## config.mk

```make
export PLATFORM = sky130hd
export DESIGN_NAME = rrop_sequencer
export DESIGN_NICKNAME = d
export VERILOG_FILES = /design/src/rtl/rrop_sequencer.sv
export SDC_FILE = /design/constraint.sdc
export NUM_CORES = 1
export LEC_CHECK = 0
export ABC_CLOCK_PERIOD_IN_PS = 4240
export BUFFER_PORTS_ARGS = -buffer_cell sky130_fd_sc_hd__buf_2
export CORE_MARGIN = 5
export CORE_UTILIZATION = 48
export DETAILED_ROUTE_END_ITERATION = 16
export PLACE_DENSITY = 0.86
export SYNTH_ARGS = -nofsm -noshare
export SYNTH_HDL_FRONTEND = slang
export SYNTH_SLANG_ARGS = --single-unit
```

## constraint.sdc

```tcl
create_clock -name clock -period 4.24 [get_ports clock]
set_input_delay 0.212 -clock clock [delete_from_list [all_inputs] [get_ports clock]]
set_output_delay 0.212 -clock clock [all_outputs]
set_load 0.02 [all_outputs]
```

## src/rtl/rrop_sequencer.sv

```systemverilog
// rrop_sequencer: Moore FSM sequencing fetch, decode and execute of register-register instructions
// Ports: clock, clear_n (async active-low); start/mem_ready/alu_done handshakes; ir = IR contents;
//        busy/done/fault status, retired = wrapping done count; Rin/Rout one-hot register strobes;
//        PCout..LOin datapath strobes; alu_sel = opcode during T3/T4.
module rrop_sequencer #(
    parameter int unsigned NREGS       = 16,
    parameter int unsigned ALU_TIMEOUT = 64,
    parameter int unsigned CNT_W       = 16
) (
    input  logic             clock,
    input  logic             clear_n,
    input  logic             start,
    input  logic             mem_ready,
    input  logic             alu_done,
    input  logic [31:0]      ir,
    output logic             busy,
    output logic             done,
    output logic             fault,
    output logic [CNT_W-1:0] retired,
    output logic [NREGS-1:0] Rin,
    output logic [NREGS-1:0] Rout,
    output logic             PCout,
    output logic             PCin,
    output logic             IncPC,
    output logic             MARin,
    output logic             Read,
    output logic             MDRin,
    output logic             MDRout,
    output logic             IRin,
    output logic             Yin,
    output logic             Zin,
    output logic             Zlowout,
    output logic             Zhighout,
    output logic             HIin,
    output logic             LOin,
    output logic [4:0]       alu_sel
);
    localparam int unsigned TW = $clog2(ALU_TIMEOUT + 1);
    typedef enum logic [3:0] {IDLE, T0, T1, T2, T3, T4, T5, T6, DONE, FAULT} state_t;
    state_t state, nxt;
    logic [TW-1:0] tcnt;
    logic [4:0] op;
    logic [3:0] ra, rb, rc;
    logic muldiv, unary, binary, bad_reg, ok, unused;
    assign {op, ra, rb, rc} = ir[31:15];
    assign unused = ^ir[14:0];
    assign muldiv = op == 5'd15 || op == 5'd16;
    assign unary = op == 5'd17 || op == 5'd18;
    assign binary = op <= 5'd8;
    // ra is only a destination for binary/unary ops, rc only a source for binary and MUL/DIV
    assign bad_reg = 32'(rb) >= NREGS || (!muldiv && 32'(ra) >= NREGS) || (!unary && 32'(rc) >= NREGS);
    assign ok = (binary || muldiv || unary) && !bad_reg;
    always_ff @(posedge clock or negedge clear_n) begin
        if (!clear_n) begin
            state   <= IDLE;
            tcnt    <= '0;
            retired <= '0;
        end else begin
            state <= nxt;
            tcnt  <= state == T4 ? tcnt + TW'(1) : '0;
            if (state == DONE) retired <= retired + CNT_W'(1);
        end
    end
    always_comb begin
        nxt = state;
        case (state)
            IDLE:    nxt = start ? T0 : IDLE;
            T0:      nxt = T1;
            T1:      nxt = mem_ready ? T2 : T1;
            T2:      nxt = T3;
            T3:      nxt = !ok ? FAULT : unary ? T5 : T4;
            // tcnt holds the number of T4 cycles already completed
            T4:      nxt = (!muldiv || alu_done) ? T5 : tcnt == TW'(ALU_TIMEOUT - 1) ? FAULT : T4;
            T5:      nxt = muldiv ? T6 : DONE;
            T6:      nxt = DONE;
            DONE:    nxt = start ? T0 : IDLE;
            default: nxt = IDLE;
        endcase
    end
    assign busy     = state inside {T0, T1, T2, T3, T4, T5, T6};
    assign done     = state == DONE;
    assign fault    = state == FAULT;
    assign PCout    = state == T0;
    assign MARin    = state == T0;
    assign IncPC    = state == T0;
    assign PCin     = state == T1;
    assign Read     = state == T1;
    assign MDRin    = state == T1;
    assign MDRout   = state == T2;
    assign IRin     = state == T2;
    assign Yin      = state == T3 && ok && !unary;
    assign Zin      = state == T0 || state == T4 || (state == T3 && ok && unary);
    assign Zlowout  = state == T1 || state == T5;
    assign LOin     = state == T5 && muldiv;
    assign Zhighout = state == T6;
    assign HIin     = state == T6;
    assign Rout     = (state == T3 && ok) ? NREGS'(1) << rb : state == T4 ? NREGS'(1) << rc : '0;
    assign Rin      = (state == T5 && !muldiv) ? NREGS'(1) << ra : '0;
    assign alu_sel  = (state == T3 || state == T4) ? op : 5'd0;
endmodule

```

# Word level (Yosys, flattened, before mapping)
# Index checks and enable logic that the tools add are counted.
[word_totals] register_bits=27 latchBits=0 mem_bits_rw=0 rom_bits=0 in_bits=37 out_inout_bits=70 wordCells=55 memories=0
[op_classes] n_addsub=2 multipliers=0 div=0 n_lt_le_gt_ge=1 n_eq_ne=14 shifts=3 mux=13 bitwise=0 reduce_logical=19
[ops] cell="$mux 16" count=3
[ops] cell="$shl 1x4->16 const A" count=3
[ops] cell="$pmux 4 s8" count=1
[ops] cell="$add 16x1->16 const B" count=1
[ops] cell="$eq 4x3->1 const B" count=4
[ops] cell="$mux 4" count=4
[ops] cell="$eq 5x5->1 const B" count=3
[ops] cell="$logic_or 1x1->1" count=9
[ops] cell="$eq 4x2->1 const B" count=2
[ops] cell="$eq 4x4->1 const B" count=2
[ops] cell="$add 7x1->7 const B" count=1
[ops] cell="$eq 7x6->1 const B" count=1
[ops] cell="$mux 7" count=1
[ops] cell="$reduce_bool 7->1" count=1
[ops] cell="$eq 5x4->1 const B" count=1
[ops] cell="$le 5x4->1 const B" count=1
[ops] cell="$logic_and 1x1->1" count=5
[ops] cell="$mux 5" count=1
[ops] cell="$eq 4x1->1 const B" count=1
[ops] cell="$logic_not 4->1" count=1
[ops] cell="$logic_not 1->1" count=2
[ops] cell="$mux 1" count=2
[ops] cell="$mux 2" count=1
[ops] cell="$reduce_or 2->1" count=1

# Longest topological paths before layout
# Gate-level depths: netlist (run 1).
[depth] word_depth=7 depth_mapped=6

# Worst setup path before layout (run 1)
# No wires, ideal clock.
[synth_path] path_type="register -> output" startpoint="reg state[3]" endpoint="out Rout[7]" arrival_time_ns=1.949 setup_slack_ns=2.079 path_stages_with_launch=6 n_path_buf=1 cell_sequence="dfrtp_1 -> clkbuf_1 -> or4b_4 -> a211oi_2 -> o211ai_1 -> o22ai_1"
[synth_between] elab_chain_len=3 elab_cells_between_ends=5 cone_classes="eq/ne: 2; mux: 2; reduce/logical: 1"
[synth_rtl] item="start: declaration" line_no="40" source="state_t state, nxt;"
[synth_rtl] item="start signal: assignment" line_no="59" source="state <= nxt;"
[synth_rtl] item="$eq 4x3->1" line_no="97" source="assign Rout = (state == T3 && ok) ? NREGS'(1) << rb : state == T4 ? NREGS'(1) << rc : '0;"
[synth_rtl] item="$mux 16 / $logic_and 1x1->1 (equally long branches)" line_no="97"
[synth_rtl] item="$mux 16 *" line_no="97"
[synth_rtl] item="end: declaration" line_no="21" source="output logic [NREGS-1:0] Rout,"
# Mark *: on every way between the ends. The rest lies on a longest branch, timed or not.

# Final worst setup path (run 1)
[layout_path] startpoint="reg state[1]" endpoint="out Rout[7]"
# Same word-level chain as after synthesis.

==> results of run 1 <==
-- where the power goes --
part | internal (W) | leakage (nW) | switching [W]
sequential | 0.000287 | 0.369 | 0.0000614
combinational | 0.000132 | 0.812 | 0.000241
clock | 0.0000657 | 0.0255 | 0.0000750
-- flip-flops by register name (all words and copies together) (netlist names) --
name	cells
retired	16
tcnt	7
state	4
-- through the flow --
stage                     total power, W  util (%)  setup WS [ns]
after floorplan                 0.000633         -           2.08
after global routing            0.000926      63.5           1.47
final                           0.000863      63.5           1.66
after global placement          0.000719      62.0           2.00
after CTS                       0.000872      63.5           1.68
after detailed placement        0.000727      62.0           1.98
-- layout make-up --
class	instances	area, sq um	share of cell area (%)
Timing Repair Buffer	92	465	19.6
Inverter	4	15.0	0.631
Sequential cell	27	676	28.4
Multi-Input combinational cell	180	1120	46.9
Clock buffer	3	41.3	1.74
Clock inverter	1	5.00	0.210
Tap cell	48	60.1	2.52
-- worst register-to-register path, delay by kind of cell, from the launching register on --
kind                      cells  cell delay [ns]
DFF                           1             0.49
and+or+nand+nor               3             1.25
xor gates and xnor gates      1             0.14
-- layout by cell type, fill, tap and decap left out, types with 3 or more instances in the layout --
cell type / instances
a21oi_1: 4
and2_1: 6
buf_2: 91
clkbuf_8: 3
dfrtp_1: 27
nand2_1: 16
nand2b_1: 10
nand3_1: 11
nand4_1: 6
nor2_1: 34
nor2b_1: 5
nor3_1: 15
o21ai_1: 3
o22ai_1: 15
or3_1: 4
xnor2_1: 14
xor2_1: 6
-- worst min path at each step --
stage	startpoint	to	slack, ns	cells after the start
after floorplan	clear_n	retired[0]$_DFFE_PN0P_	-0.08	0
after detailed placement	clear_n	retired[3]$_DFFE_PN0P_	0.24	1
after global placement	clear_n	retired[3]$_DFFE_PN0P_	0.24	1
after CTS	alu_done	state[2]$_DFF_PN0_	0.29	3
after global routing	alu_done	state[2]$_DFF_PN0_	0.32	3
final	alu_done	state[2]$_DFF_PN0_	0.30	3
-- metal layers --
| metal | share of wire [%] | global-route usage [%] | vias to the layer above |
|---|---|---|---|
| met5 | 0 | 0 | - |
| li1 | - | - | 967 |
| met3 | 11 | 3.72 | 5 |
| met4 | 0.70 | 3.07 | 0 |
| met1 | 42 | 23.4 | 905 |
| met2 | 47 | 32.2 | 94 |
-- what timing repair did --
action / 4_1_cts / 5_1_grt
setup buffers: 0 / 0
endpoints found under the hold margin: 27 / 0
hold buffers: 1 / 0
-- cells by family (layout without fill, tap and decap cells) --
| logic type | after synthesis | after routing | share of synthesized area (%) |
|---|---|---|---|
| adders and majority gates | 2 | 2 | 1.32 |
| xor gates and xnor gates | 20 | 20 | 9.27 |
| DFF | 27 | 27 | 35.7 |
| AOI/OAI and AO/OA | 37 | 37 | 13.7 |
| buffers and inverters | 16 | 100 | 5.23 |
| and+or+nand+nor | 121 | 121 | 34.7 |
==> impl_metrics.ini, run 1 <==
[status]
status = complete, no violations

[run]
cap_violations = 0

[die]
initial_core_util_pct = 50.5
fp.dieW_um = 72.8
io_pins = 107
die_y_um = 72.8
die-area_sq_um = 5290
rows = 22
core_area_sq_um = 3740

[worst_setup_path]
cp.arrival_ns = 2.37
r2r_setup_slack_ns = 2.26
path_max_fanout = 12
cp.depth = 5
rr_startpoint = state[0]$_DFF_PN0_
cp_slowest_stage_delay_ns = 0.60
crit_family = compound AO/OA/AOI/OAI gates
cp-end-kind = output port
endpoint = Rout[7]
cp_slowest_cell = or4b_4
crit_path_cell_trace = or4b_4 -> a211oi_2 -> o211ai_1 -> o22ai_1 -> buf_2
r2r_cells = 4
cp-start-kind = flop
cp_num_buf_inv = 1
worstSetupPathType = reg2out
required_ns = 4.03
timing.rr.end = retired[12]$_DFFE_PN0P_
startpoint = state[1]$_DFF_PN0_

[sta]
maxSlewViolCount = 0
setup_viol_count_final = 0
maxSlewHeadroom_pct = 61.8
worst_pin_slew_ns = 0.573
hold_ws_ns = 0.304
finalHoldViolCount = 0
period_share_pct = 60.8
tns_ns = 0
min_period_ns = 2.58
max_freq_mhz = 388
fin_worst_skew_ns = 0.00470
rsz0062_at_grt = false

[layout]
drive_above_1_share_pct = 34.2
area_delta_synth_final_pct = 25.8
nFillCells = 326
fin_cells = 355
insertedDiodeCount = 0
fin_nets = 347
fin_area_sq_um = 2380

[worst_hold_path]
min_path_type = in2reg

[clock_tree]
clk_pin_slew_ns = 0.08
clock-sinks = 27
htree_levels = 1
root_buffer = clkbuf_8
numCtsBuffers = 3
cts_resized = 0
clock_path_buffers = 2
cts_tree = done
clock_latency_ns = 0.27

[pwr]
p_leak_nw = 1.21
peakVddDrop_v = 0.000176
power_density_nw_per_um2 = 363

[yosys]
ys_types = 44
synthCells = 223
synthArstFlopShare_pct = 100
yosysMostFrequentCell = nor2_1
yosysTopAreaCell = dfrtp_1
yosys-top-cells-count = nor2_1, dfrtp_1, nand2_1
ys_seq_elements = 27
ys.flop_type = dfrtp_1
yosysWarnings = 0
synth_top_area_share_pct = 35.7
synth-seq-area-share_pct = 35.7
synth_area_sq_um = 1890
synth-edff-count = 0
syn_avg_cell_area_sq_um = 8.48
synthesis.nets = 262
yosys-top-cells-area = dfrtp_1, nor2_1, xnor2_1, o22ai_1, nor3_1

[route]
wl_per_cell_um = 13.6
antenna_left = 0
drc = 0
via_per_inst = 5.55
wirelength_um = 4830
vias = 1971
first_pass_iters = 4
first_iter_violations = 91

[placed_design]
place_area_sq_um = 2320
dp.final_hpwl_um = 3850
placedCellCount = 350
gp_congestion = 0.841
io_buffers = 91

[grt]
grt_overflow = 0
grt_pass1_wl_um = 8180
antenna_found_initial = 0
grt_start_max_net_pins = 28
first_global_vias = 1930
grt_usage_pct = 18.3
Power figures use the tool's default switching activity.
==> inputs of run 2 (changes only) <==
ABC_CLOCK_PERIOD_IN_PS = 2480   (was 4240)
CORE_UTILIZATION = 44   (was 48)
PLACE_DENSITY = 0.8   (was 0.86)
clock period = 2.48 ns   (was 4.24 ns; I/O delays follow)
==> run 2 against run 1 <==
Global-route usage fell by 1.6 points. First-iteration DRC count down 4.4%. Combinational power rose by 98%. Final cell count is 2.0% higher. Via count is 0.71% higher. Routed wire length increased by 2.3%. Register-to-register slack worse by 1.8 ns. Die area up 7.8%. Sequential power grew 54%.
==> impl_metrics.ini, run 2 (synthesized netlist as in run 1, its figures left out) <==
[run]
cap_violations = 0

[die]
rows = 23
io_pins = 107
fp.dieW_um = 75.6
core_area_sq_um = 4090
initial_core_util_pct = 46.3
die-area_sq_um = 5710
die_y_um = 75.6

[layout]
drive_above_1_share_pct = 35.3
nFillCells = 386
fin_nets = 352
area_delta_synth_final_pct = 27.9
largest_reg_flops = 16
regMostFlops = retired
multi_input_area_sq_um = 1120
insertedDiodeCount = 0
final-seq-area_sq_um = 676
top_regs = retired (16), tcnt (7), state (4)
fin_cells = 362
layout_common_cells = buf_2, nor2_1, dfrtp_1, nand2_1
final_common_cell = buf_2

[grt]
grt_pass1_wl_um = 7730
grt_overflow = 0
grt_start_max_net_pins = 28
grt_usage_pct = 16.7
antenna_found_initial = 0
first_global_vias = 1807

[worst_setup_path]
r2r_setup_slack_ns = 0.46
r2r_cells = 5
cp.arrival_ns = 2.19
rr_startpoint = state[0]$_DFF_PN0_
required_ns = 2.36
cp_slowest_stage_delay_ns = 0.58
worstSetupPathType = reg2out
crit_path_cell_trace = or4b_4 -> a211oi_2 -> o211ai_1 -> o22ai_1 -> buf_2
cp-start-kind = flop
crit_family = compound AO/OA/AOI/OAI gates
cp_slowest_cell = or4b_4
timing.rr.end = retired[12]$_DFFE_PN0P_
cp-end-kind = output port
cp_num_buf_inv = 1
path_max_fanout = 5

[sta]
fin_worst_skew_ns = 0.00947
setup_viol_count_final = 0
period_share_pct = 93.5
worst_pin_slew_ns = 0.571
max_freq_mhz = 431
min_period_ns = 2.32
finalHoldViolCount = 0
rsz0062_at_grt = false
maxSlewViolCount = 0
maxSlewHeadroom_pct = 61.9
tns_ns = 0

[worst_hold_path]
worstHoldStart = alu_done
worstHoldPathCells = 3
holdPathEnd = state[1]$_DFF_PN0_
min_path_type = in2reg

[clock_tree]
cts_tree = done
clock_latency_ns = 0.27
clock-sinks = 27
htree_levels = 1
clk_pin_slew_ns = 0.08
cts_resized = 0
root_buffer = clkbuf_8
numCtsBuffers = 3
clock_path_buffers = 2

[route]
first_pass_iters = 4
first_iter_violations = 87
antenna_left = 0
wl_per_cell_um = 13.6
wirelength_um = 4940
vias = 1985
drc = 0
via_per_inst = 5.48

[placed_design]
io_buffers = 91
gp_congestion = 0.858
placedCellCount = 357
dp.final_hpwl_um = 3970

[pwr]
peakVddDrop_v = 0.000276
p_leak_nw = 1.23
power_density_nw_per_um2 = 629

[status]
status = complete, no violations
run 2: changes by cell type in the layout (fill, tap and decap cells not counted), sizes merged:
cell | before | now
buf | 91 | 96
run 2: area by class of cell:
cell class	instances	area share, %
tap	50	2.59
clock buffer	3	1.71
sequential	27	27.9
clock inverter	1	0.207
multi-input combinational	180	46.1
inverter	4	0.621
timing repair buffer	97	20.8
run 2: how the worst max path moves through the flow:
| stage | from | cells after the start | slack, ns | to |
|---|---|---|---|---|
| final | state[0]$_DFF_PN0_ | 5 | 0.16 | Rout[7] |
| after detailed placement | state[0]$_DFF_PN0_ | 5 | 0.47 | Rout[7] |
| after global placement | state[0]$_DFF_PN0_ | 5 | 0.47 | Rout[7] |
| after CTS | state[0]$_DFF_PN0_ | 5 | 0.16 | Rout[7] |
| after floorplan | state[3]$_DFF_PN0_ | 5 | 0.41 | Rout[7] |
| after global routing | state[0]$_DFF_PN0_ | 5 | 0.01 | Rout[7] |
run 2: what timing repair did:
action                                 CTS  global route
endpoints found under the hold margin   27             0
hold buffers                             1             0
setup buffers                            0             0
run 2: metal layers:
layer  track usage (%)  routed length [um]  vias to the layer above
li1                  -                   -                      974
met5                 0                   0                        -
met4              3.69                  18                        0
met2              29.2                2320                       96
met1              21.6                2110                      911
met3              2.90                 495                        4
run 2: tightest hold or removal path, cell delays in order:
cell,delay (ns)
buf_2,0.09
nor2_1,0.05
o2111ai_1,0.19
run 2: per-stage QoR:
step / power, W / worst slack (ns) / cell area [sq um] / utilization (%) / hold WS [ns]
floorplan: 0.00108 / 0.407 / 1890 / - / -0.172
global placement: 0.00127 / 0.471 / 2360 / 57.8 / 0.151
detailed placement: 0.00128 / 0.468 / 2360 / 57.8 / 0.157
CTS: 0.00153 / 0.158 / 2420 / 59.2 / 0.218
global route: 0.00162 / 0.0119 / 2420 / 59.2 / 0.211
finish: 0.00152 / 0.161 / 2420 / 59.2 / 0.229
run 2: where the power goes:
part	internal (W)	switching, W	leakage, nW
Clock	0.000112	0.000132	0.0255
Sequential	0.000492	0.0000475	0.369
Combinational	0.000259	0.000478	0.837
Total	0.000863	0.000658	1.23
